===== src/rtl/regfile_dump_pkg.sv =====
// Shared constants, types and FSM encoding for the register-file dump reader.
// Also holds the header-byte helper used by the dump FSM.
package regfile_dump_pkg;

  localparam int XLEN   = 32;
  localparam int NREGS  = 32;
  localparam int AW     = 5;
  localparam int NBYTES = XLEN / 8;
  localparam int CW     = (NBYTES > 1) ? $clog2(NBYTES) : 1;

  typedef logic [AW-1:0]   reg_addr_t;
  typedef logic [XLEN-1:0] word_t;

  typedef enum logic [2:0] {
    S_IDLE,
    S_HALT,
    S_LATCH,
    S_SEND_IDX,
    S_SEND_DATA,
    S_FINISH
  } dump_state_t;

  // The header byte is the register index, zero-extended.
  function automatic logic [7:0] header_byte(reg_addr_t idx);
    return 8'(idx);
  endfunction

endpackage


===== src/rtl/regfile_dump_if.sv =====
// Byte stream from the dump reader to the debug UART transmitter.
interface regfile_dump_if;

  logic [7:0] tx_data;
  logic       tx_valid;
  logic       tx_ready;

  modport master (output tx_data, output tx_valid, input tx_ready);
  modport slave  (input tx_data, input tx_valid, output tx_ready);

endinterface


===== src/rtl/regfile_dump_byte_serializer.sv =====
// Holds one captured register word and hands it out LSB-first, one byte per
// valid/ready handshake, flagging the final byte with o_last.
module regfile_dump_byte_serializer
  import regfile_dump_pkg::*;
(
  input  logic       clk,
  input  logic       rst_n,
  input  logic       i_load,
  input  word_t      i_word,
  input  logic       i_en,
  input  logic       i_ready,
  output logic       o_valid,
  output logic [7:0] o_data,
  output logic       o_last,
  output logic       o_fire
);

  word_t         r_word;
  logic [CW-1:0] r_cnt;

  assign o_valid = i_en;
  assign o_data  = r_word[7:0];
  assign o_last  = (r_cnt == CW'(NBYTES - 1));
  assign o_fire  = o_valid && i_ready;

  // The counter wraps back to zero on the final byte so it rests at 0 between words.
  always_ff @(posedge clk or negedge rst_n) begin
    if (!rst_n) begin
      r_word <= '0;
      r_cnt  <= '0;
    end else if (i_load) begin
      r_word <= i_word;
      r_cnt  <= '0;
    end else if (o_fire) begin
      r_word <= r_word >> 8;
      r_cnt  <= o_last ? '0 : r_cnt + 1'b1;
    end
  end

endmodule


===== src/rtl/regfile_dump.sv =====
// Halts the core, walks every register through the debug read port and streams
// each one as an index byte followed by its data bytes, LSB first.
module regfile_dump
  import regfile_dump_pkg::*;
(
  input  logic              clk,
  input  logic              rst_n,
  input  logic              i_start,
  output logic              o_cpu_halt,
  output reg_addr_t         o_ra,
  input  word_t             i_rd,
  regfile_dump_if.master    tx,
  output logic              o_busy,
  output logic              o_done
);

  dump_state_t r_state;
  dump_state_t w_next;
  reg_addr_t   r_idx;
  reg_addr_t   w_idx_next;

  logic       w_ser_valid;
  logic [7:0] w_ser_data;
  logic       w_ser_last;
  logic       w_ser_fire;

  // r_idx is zero outside a dump, so the read port idles at address 0.
  assign o_ra = r_idx;

  regfile_dump_byte_serializer u_ser (
    .clk     (clk),
    .rst_n   (rst_n),
    .i_load  (r_state == S_LATCH),
    .i_word  (i_rd),
    .i_en    (r_state == S_SEND_DATA),
    .i_ready (tx.tx_ready),
    .o_valid (w_ser_valid),
    .o_data  (w_ser_data),
    .o_last  (w_ser_last),
    .o_fire  (w_ser_fire)
  );

  always_ff @(posedge clk or negedge rst_n) begin
    if (!rst_n) begin
      r_state <= S_IDLE;
      r_idx   <= '0;
    end else begin
      r_state <= w_next;
      r_idx   <= w_idx_next;
    end
  end

  always_comb begin
    w_next      = r_state;
    w_idx_next  = r_idx;
    o_cpu_halt  = 1'b0;
    o_busy      = 1'b0;
    o_done      = 1'b0;
    tx.tx_valid = 1'b0;
    tx.tx_data  = '0;
    case (r_state)
      S_IDLE: begin
        w_idx_next = '0;
        if (i_start) w_next = S_HALT;
      end
      S_HALT: begin
        o_cpu_halt = 1'b1;
        o_busy     = 1'b1;
        w_next     = S_LATCH;
      end
      S_LATCH: begin
        o_cpu_halt = 1'b1;
        o_busy     = 1'b1;
        w_next     = S_SEND_IDX;
      end
      S_SEND_IDX: begin
        o_cpu_halt  = 1'b1;
        o_busy      = 1'b1;
        tx.tx_valid = 1'b1;
        tx.tx_data  = header_byte(r_idx);
        if (tx.tx_ready) w_next = S_SEND_DATA;
      end
      S_SEND_DATA: begin
        o_cpu_halt  = 1'b1;
        o_busy      = 1'b1;
        tx.tx_valid = w_ser_valid;
        tx.tx_data  = w_ser_data;
        if (w_ser_fire && w_ser_last) begin
          if (r_idx == reg_addr_t'(NREGS - 1)) begin
            w_next = S_FINISH;
          end else begin
            w_idx_next = r_idx + 1'b1;
            w_next     = S_LATCH;
          end
        end
      end
      S_FINISH: begin
        o_cpu_halt = 1'b1;
        o_busy     = 1'b1;
        o_done     = 1'b1;
        w_idx_next = '0;
        w_next     = S_IDLE;
      end
      default: begin
        w_idx_next = '0;
        w_next     = S_IDLE;
      end
    endcase
  end

endmodule


===== src/flat_wrapper.sv =====
// flat-port wrapper written by rule: the top's interface ports become plain ports
module regfile_dump_flat import regfile_dump_pkg::*;
  (clk, rst_n, i_start, o_cpu_halt, o_ra, i_rd, o_busy, o_done, tx_tx_data, tx_tx_valid, tx_tx_ready);
  regfile_dump_if tx_i ();
  input  logic clk;
  input  logic rst_n;
  input  logic i_start;
  output logic o_cpu_halt;
  output reg_addr_t o_ra;
  input  word_t i_rd;
  output logic o_busy;
  output logic o_done;
  output wire logic [$bits(tx_i.tx_data)-1:0] tx_tx_data;
  output wire logic [$bits(tx_i.tx_valid)-1:0] tx_tx_valid;
  input wire logic [$bits(tx_i.tx_ready)-1:0] tx_tx_ready;
  assign tx_tx_data = tx_i.tx_data;
  assign tx_tx_valid = tx_i.tx_valid;
  assign tx_i.tx_ready = tx_tx_ready;
  regfile_dump u_core (.clk(clk), .rst_n(rst_n), .i_start(i_start), .o_cpu_halt(o_cpu_halt), .o_ra(o_ra), .i_rd(i_rd), .tx(tx_i), .o_busy(o_busy), .o_done(o_done));
endmodule

===== config.mk =====
export PLATFORM = sky130hd
export DESIGN_NAME = regfile_dump_flat
export DESIGN_NICKNAME = d
export VERILOG_FILES = /design/src/rtl/regfile_dump_pkg.sv /design/src/rtl/regfile_dump_if.sv /design/src/rtl/regfile_dump_byte_serializer.sv /design/src/rtl/regfile_dump.sv /design/src/flat_wrapper.sv
export SDC_FILE = /design/constraint.sdc
export NUM_CORES = 1
export LEC_CHECK = 0
export ABC_AREA = 1
export BUFFER_PORTS_ARGS = -buffer_cell sky130_fd_sc_hd__buf_2
export CORE_MARGIN = 2
export CORE_UTILIZATION = 45
export CTS_BUF_LIST = sky130_fd_sc_hd__clkbuf_8
export DETAILED_ROUTE_END_ITERATION = 6
export PLACE_DENSITY_LB_ADDON = 0.2
export SLEW_MARGIN = 20
export SYNTH_ARGS = -nofsm -noshare
export SYNTH_HDL_FRONTEND = slang
export SYNTH_SLANG_ARGS = --single-unit

===== constraint.sdc =====
create_clock -name clk -period 4.2 [get_ports clk]
set_input_delay 0.84 -clock clk [delete_from_list [all_inputs] [get_ports clk]]
set_output_delay 0.84 -clock clk [all_outputs]
set_load 0.05 [all_outputs]

# After elaboration in Yosys (flattened, before gate mapping)
# Cells that the tools add are included.
[word_totals]
regBits = 42
in_bits = 36
output_inout_bits = 17
elab_cells = 44
[op_classes]
add_sub_neg = 2
eq_ne = 11
muxes = 17
n_bitwise = 1
reduce_logical = 9
[op_table]
columns = ["operator", "count"]
rows = [
  ["2-to-1 mux 32 bit", 2],
  ["one-hot mux 8 bit (2 select lines)", 1],
  ["one-hot mux 3 bit (5 select lines)", 1],
  ["2-to-1 mux 3 bit", 4],
  ["2-to-1 mux 5 bit", 2],
  ["one-hot mux 5 bit (2 select lines)", 1],
  ["equality test 3 x 2 -> 1 bit, second input constant", 2],
  ["equality test 3 bit, second input constant", 2],
  ["2-to-1 mux 2 bit", 3],
  ["!= test 2 bit, second input constant", 3],
  ["AND reduction 3 bit", 2],
  ["adder 5 x 1 -> 5 bit, second input constant", 1],
  ["equality test 5 bit, second input constant", 1],
  ["OR reduction 5 bit", 1],
  ["equality test 3 x 1 -> 1 bit, second input constant", 1],
  ["zero test 3 bit", 1],
  ["2-to-1 mux 1 bit", 3],
  ["OR reduction 3 bit", 1],
  ["adder 2 x 1 -> 2 bit, second input constant", 1],
  ["equality test 2 bit, second input constant", 1],
  ["logical AND 1 bit", 2],
  ["!= test 2 x 1 -> 1 bit, second input constant", 1],
  ["nonzero test 2 bit", 1],
  ["OR reduction 2 bit", 1],
  ["NOT 1 bit", 1],
]

# Longest topological paths before layout
[depth]
word_depth = 5
depth_mapped = 9
ltp_nobuf = 9

# Modules after synthesis
# A second synthesis with hierarchy kept.
[hier_totals]
hier_cells = 325
area_unflattened_um2 = 2412.3
[by_module_without_submodules]
columns = ["module", "n_inst", "cells_each", "area_per_inst_um2", "seq_area_each_um2"]
rows = [
  ["regfile_dump_byte_serializer", 1, 230, 1785.5, 850.8],
  ["regfile_dump", 1, 95, 626.9, 200.2],
]

# Worst setup path after synthesis
# Ideal clock, no wire load.
[synth_timing]
path_kind = "register to output"
startpoint = "register u_core.r_state[1]"
endpoint = "output tx_tx_data[3]"
t_arrival_ns = 1.966
required_time_ns = 3.360
slack_ns = 1.394
path_stages_with_launch = 5
path_buffers = 0
path_cell_list = "dfrtp_1 nand2_1 nor2_1 inv_1 o21ai_0"
[synth_between]
elab_chain_len = 2
word_cells_on_any_way = 3
cone_classes = "2 x eq/ne; 1 x mux"
[synth_rtl]
columns = ["item", "line", "source"]
rows = [
  ["start: declaration", "regfile_dump.sv:17", "dump_state_t r_state;"],
  ["start signal: assignment", "regfile_dump.sv:48", "r_state <= w_next;"],
  ["equality test 3 bit / equality test 3 x 2 -> 1 bit (equally long branches)", "regfile_dump.sv:61", "case (r_state)"],
  ["one-hot mux 8 bit (2 select lines) (*)", "regfile_dump.sv:61", ""],
  ["end: declaration", "flat_wrapper.sv:13", "output wire logic [$bits(tx_i.tx_data)-1:0] tx_tx_data;"],
]
# Every way passes the cells marked *; elsewhere a longest branch is shown, timed or not.

# Worst setup path after layout
# Same ends and word-level chain as after synthesis.

==> parameters.txt <==
Parameter                              Value

Clock network
  CTS Buf Count    5
  CTS clock-pin slew for the worst setup and hold paths    80 ps
  Clock net sink count    42
  Clock latency on the worst-skew pair    300 ps
  Cell at the root of the clock tree    sky130_fd_sc_hd__clkbuf_8
  Number of H-tree levels    2
  Cts-stage hold buffer count    0
  TritonCTS clock tree    built
  Post-CTS setup repair buffer count    0
  Maximum number of buffers from clock root to sink    2
  Gates resized, CTS repair    0

Yosys
  Flip-flop and latch count after synthesis    42
  Net count after synthesis    354
  Cell type with the largest total area after synthesis    sky130_fd_sc_hd__dfrtp_1
  Post-synth cell types    23
  Total number of yosys warnings    0
  Synthesized netlist cell count    315
  Top area cells in the synthesized netlist    sky130_fd_sc_hd__dfrtp_1 46%, sky130_fd_sc_hd__nand2_1 28%, sky130_fd_sc_hd__nand3_1 7.6%
  Dominant cell by count in the synthesized netlist    sky130_fd_sc_hd__nand2_1
  Share of the yosys chip area belonging to registers    45.75%
  Top cell type's share of synthesized area    45.75%
  Number of synthesized flops with an enable pin    0
  Leading cell types by count after synthesis    171 x sky130_fd_sc_hd__nand2_1, 42 x sky130_fd_sc_hd__dfrtp_1, 35 x sky130_fd_sc_hd__nand3_1, 15 x sky130_fd_sc_hd__inv_1, 12 x sky130_fd_sc_hd__nor2_1
  Mapped Area    2297 sq um
  Flip-flop cell with the highest count after synthesis    sky130_fd_sc_hd__dfrtp_1
  Syn_area_per_cell    7.293 sq um
  Proportion of synthesized flip-flops having asynchronous set or reset    100.0%

Layout
  Util after Layout    52.57%
  Final net count    399
  Layout cell share with drive strength beyond 1    18.84%
  Ant diodes    0
  Area added between synthesis and finish    14.65%
  Number of fill cells in the layout    522

Critical path
  Endpoint kind of the worst setup timing path    primary output
  Delay of the slowest critical-path stage    460 ps
  Worst endpoint data arrival time    1800 ps
  Critical Path Slowest Stage Cell    sky130_fd_sc_hd__dfrtp_1
  Count of cells along the worst register-to-register path    7
  Required time at the worst-slack endpoint    3360 ps
  Buf+Inv Stages, Crit Path    2
  Crit Path Max Fanout    6
  Worst setup SP type    flip-flop
  Kind of cell adding the most delay to the critical path    flip-flops
  Crit-path cells    nand2_1 -> nor2_1 -> inv_1 -> o21ai_0 -> buf_2
  Depth of the critical timing path with buffers and inverters included    5
  Kind of critical path    reg -> out

Floorplanning
  Die Footprint    5693 sq um
  DIE WIDTH    75.45 um
  Count of standard-cell rows    26
  Y dimension of the die    75.45 um
  Starting density of the core    45.85%
  IO Count    53
  Placeable core area    5010 sq um

Global routing
  Total routing usage reported by global routing    18.17%
  GRT overflow    0
  Number of global-route vias before repair    1,846
  Pin count of the biggest net entering global routing    54
  Global-route wire length before repair    7.997 mm
  Antenna violations before repair    0

Drt
  Vias per cell    4.763
  Total via count in the routed design    2,053
  Routed wire length    4.837 mm
  Detailed Route Iter0 Violations    116
  Number of optimization iterations in the first detailed-route pass    4
  Number of routed nets with antenna violations    0
  Wire length per cell after detailed routing    11.22 um
  # DRC    0

Power
  IR drop worst, VDD    260.0 uV
  Power Density    672.3 nW/um^2
  Static leakage    1.583 nW

Placed design
  Sum of net half-perimeters after detailed placement    3.225 mm
  Quantity of I/O buffers inserted on ports    52
  GP Congestion    0.8516

STA
  Top achievable clock speed    378.2 MHz
  Final setup violation count    0
  Fin Setup TNS    0 ps
  Unrepaired setup endpoints after global routing    false
  Worst-case hold slack    500.4 ps
  Fin crit share    62.95%
  Clock skew    11.03 ps
  Shortest clock period the worst path allows after layout    2644 ps
  Number of max-slew violations in the final report    0
  Relative slew margins    37.23%
  Transition time at the pin with the least slew margin    941.6 ps
  Number of failing hold endpoints at the final stage    0

Worst hold path
  Number of instances on the worst hold path    2
  Hold Path Class    reg -> reg

Flow run
  Max Cap Violations    0

Status
  Status    finished clean
## layer usage
metal	vias up	GRT usage, %	share of wire [%]
met5	-	0	0
met4	0	5.263	1.3
met3	8	3.968	5.1
met2	47	29.76	45
met1	921	24.38	48
li1	1077	-	-
## cells in the final DEF, fill, tap and decap left out
cell,n
sky130_fd_sc_hd__nand2_1,171
sky130_fd_sc_hd__a31oi_1,1
sky130_fd_sc_hd__nand3_4,1
sky130_fd_sc_hd__clkinvlp_4,2
sky130_fd_sc_hd__dfrtp_1,42
sky130_fd_sc_hd__nor2_1,12
sky130_fd_sc_hd__nor3_1,1
sky130_fd_sc_hd__buf_2,52
sky130_fd_sc_hd__inv_2,2
sky130_fd_sc_hd__nor2_4,1
sky130_fd_sc_hd__a22o_1,3
sky130_fd_sc_hd__inv_1,15
sky130_fd_sc_hd__nand2_8,1
sky130_fd_sc_hd__nor2_8,1
sky130_fd_sc_hd__nand4_1,2
sky130_fd_sc_hd__clkbuf_8,5
sky130_fd_sc_hd__nand2_4,1
sky130_fd_sc_hd__nand3_1,35
sky130_fd_sc_hd__inv_6,2
sky130_fd_sc_hd__o21ai_0,8
sky130_fd_sc_hd__ha_1,3
## path summary, 6_finish.rpt
path,startpoint,end,slack [ps]
setup / recovery,u_core.r_state[1],tx_tx_data[3],1560
hold / removal,u_core.u_ser.r_word[30],u_core.u_ser.r_word[30],500
setup reg to reg,u_core.r_state[2],u_core.u_ser.r_word[8],2070
hold reg to reg,u_core.u_ser.r_word[30],u_core.u_ser.r_word[30],500
max in group asynchronous,rst_n,u_core.u_ser.r_word[9],2930
min in group asynchronous,rst_n,u_core.o_ra[2],680
## tightest hold or removal path: cells and delay by family (launching register included)
kind          cells  cell delay, ps
flops             1             340
simple gates      2             120
## cells by family (layout without fill, tap and decap cells)
kind of cell / count (synthesis) / in the layout / synth area share [%]
AND/OR/NAND/NOR: 226 / 226 / 41.78
flip-flops: 42 / 42 / 45.75
buffers and inverters: 32 / 78 / 7.680
AO/OA/AOI/OAI: 12 / 12 / 3.159
adder cells (fa/ha/maj): 3 / 3 / 1.634
## through the flow
step	std cells	setup slack, ps	cell area (sq um)	power, mW
after global placement	423	1944	2541	1.498
after CTS	431	1557	2634	1.788
final	431	1556	2634	1.771
after global routing	431	1376	2634	1.944
after floorplan	315	1394	2297	1.394
after detailed placement	423	1882	2541	1.511
## final cells by class
type	count	area (sq um)	area share [%]
Clock inverter	3	23.77	0.9026
Timing Repair Buffer	52	260.3	9.881
Sequential cell	42	1051	39.91
Multi-Input combinational cell	241	1070	40.62
Tap cell	70	87.58	3.325
Inverter	18	72.57	2.755
Clock buffer	5	68.82	2.613
## where the power goes
part | internal, mW | total (mW) | leakage [nW] | switching, mW
Clock | 0.119 | 0.268 | 0.0408 | 0.149
Sequential | 0.562 | 0.656 | 0.542 | 0.0935
Combinational | 0.257 | 0.846 | 1.00 | 0.589
## sequential cells by signal (all words and copies together), names as in the netlist
register / flops
u_core.o_ra: 5
u_core.u_ser.r_cnt: 2
u_core.r_state: 3
u_core.u_ser.r_word: 32
(Power assumes the default switching activity.)
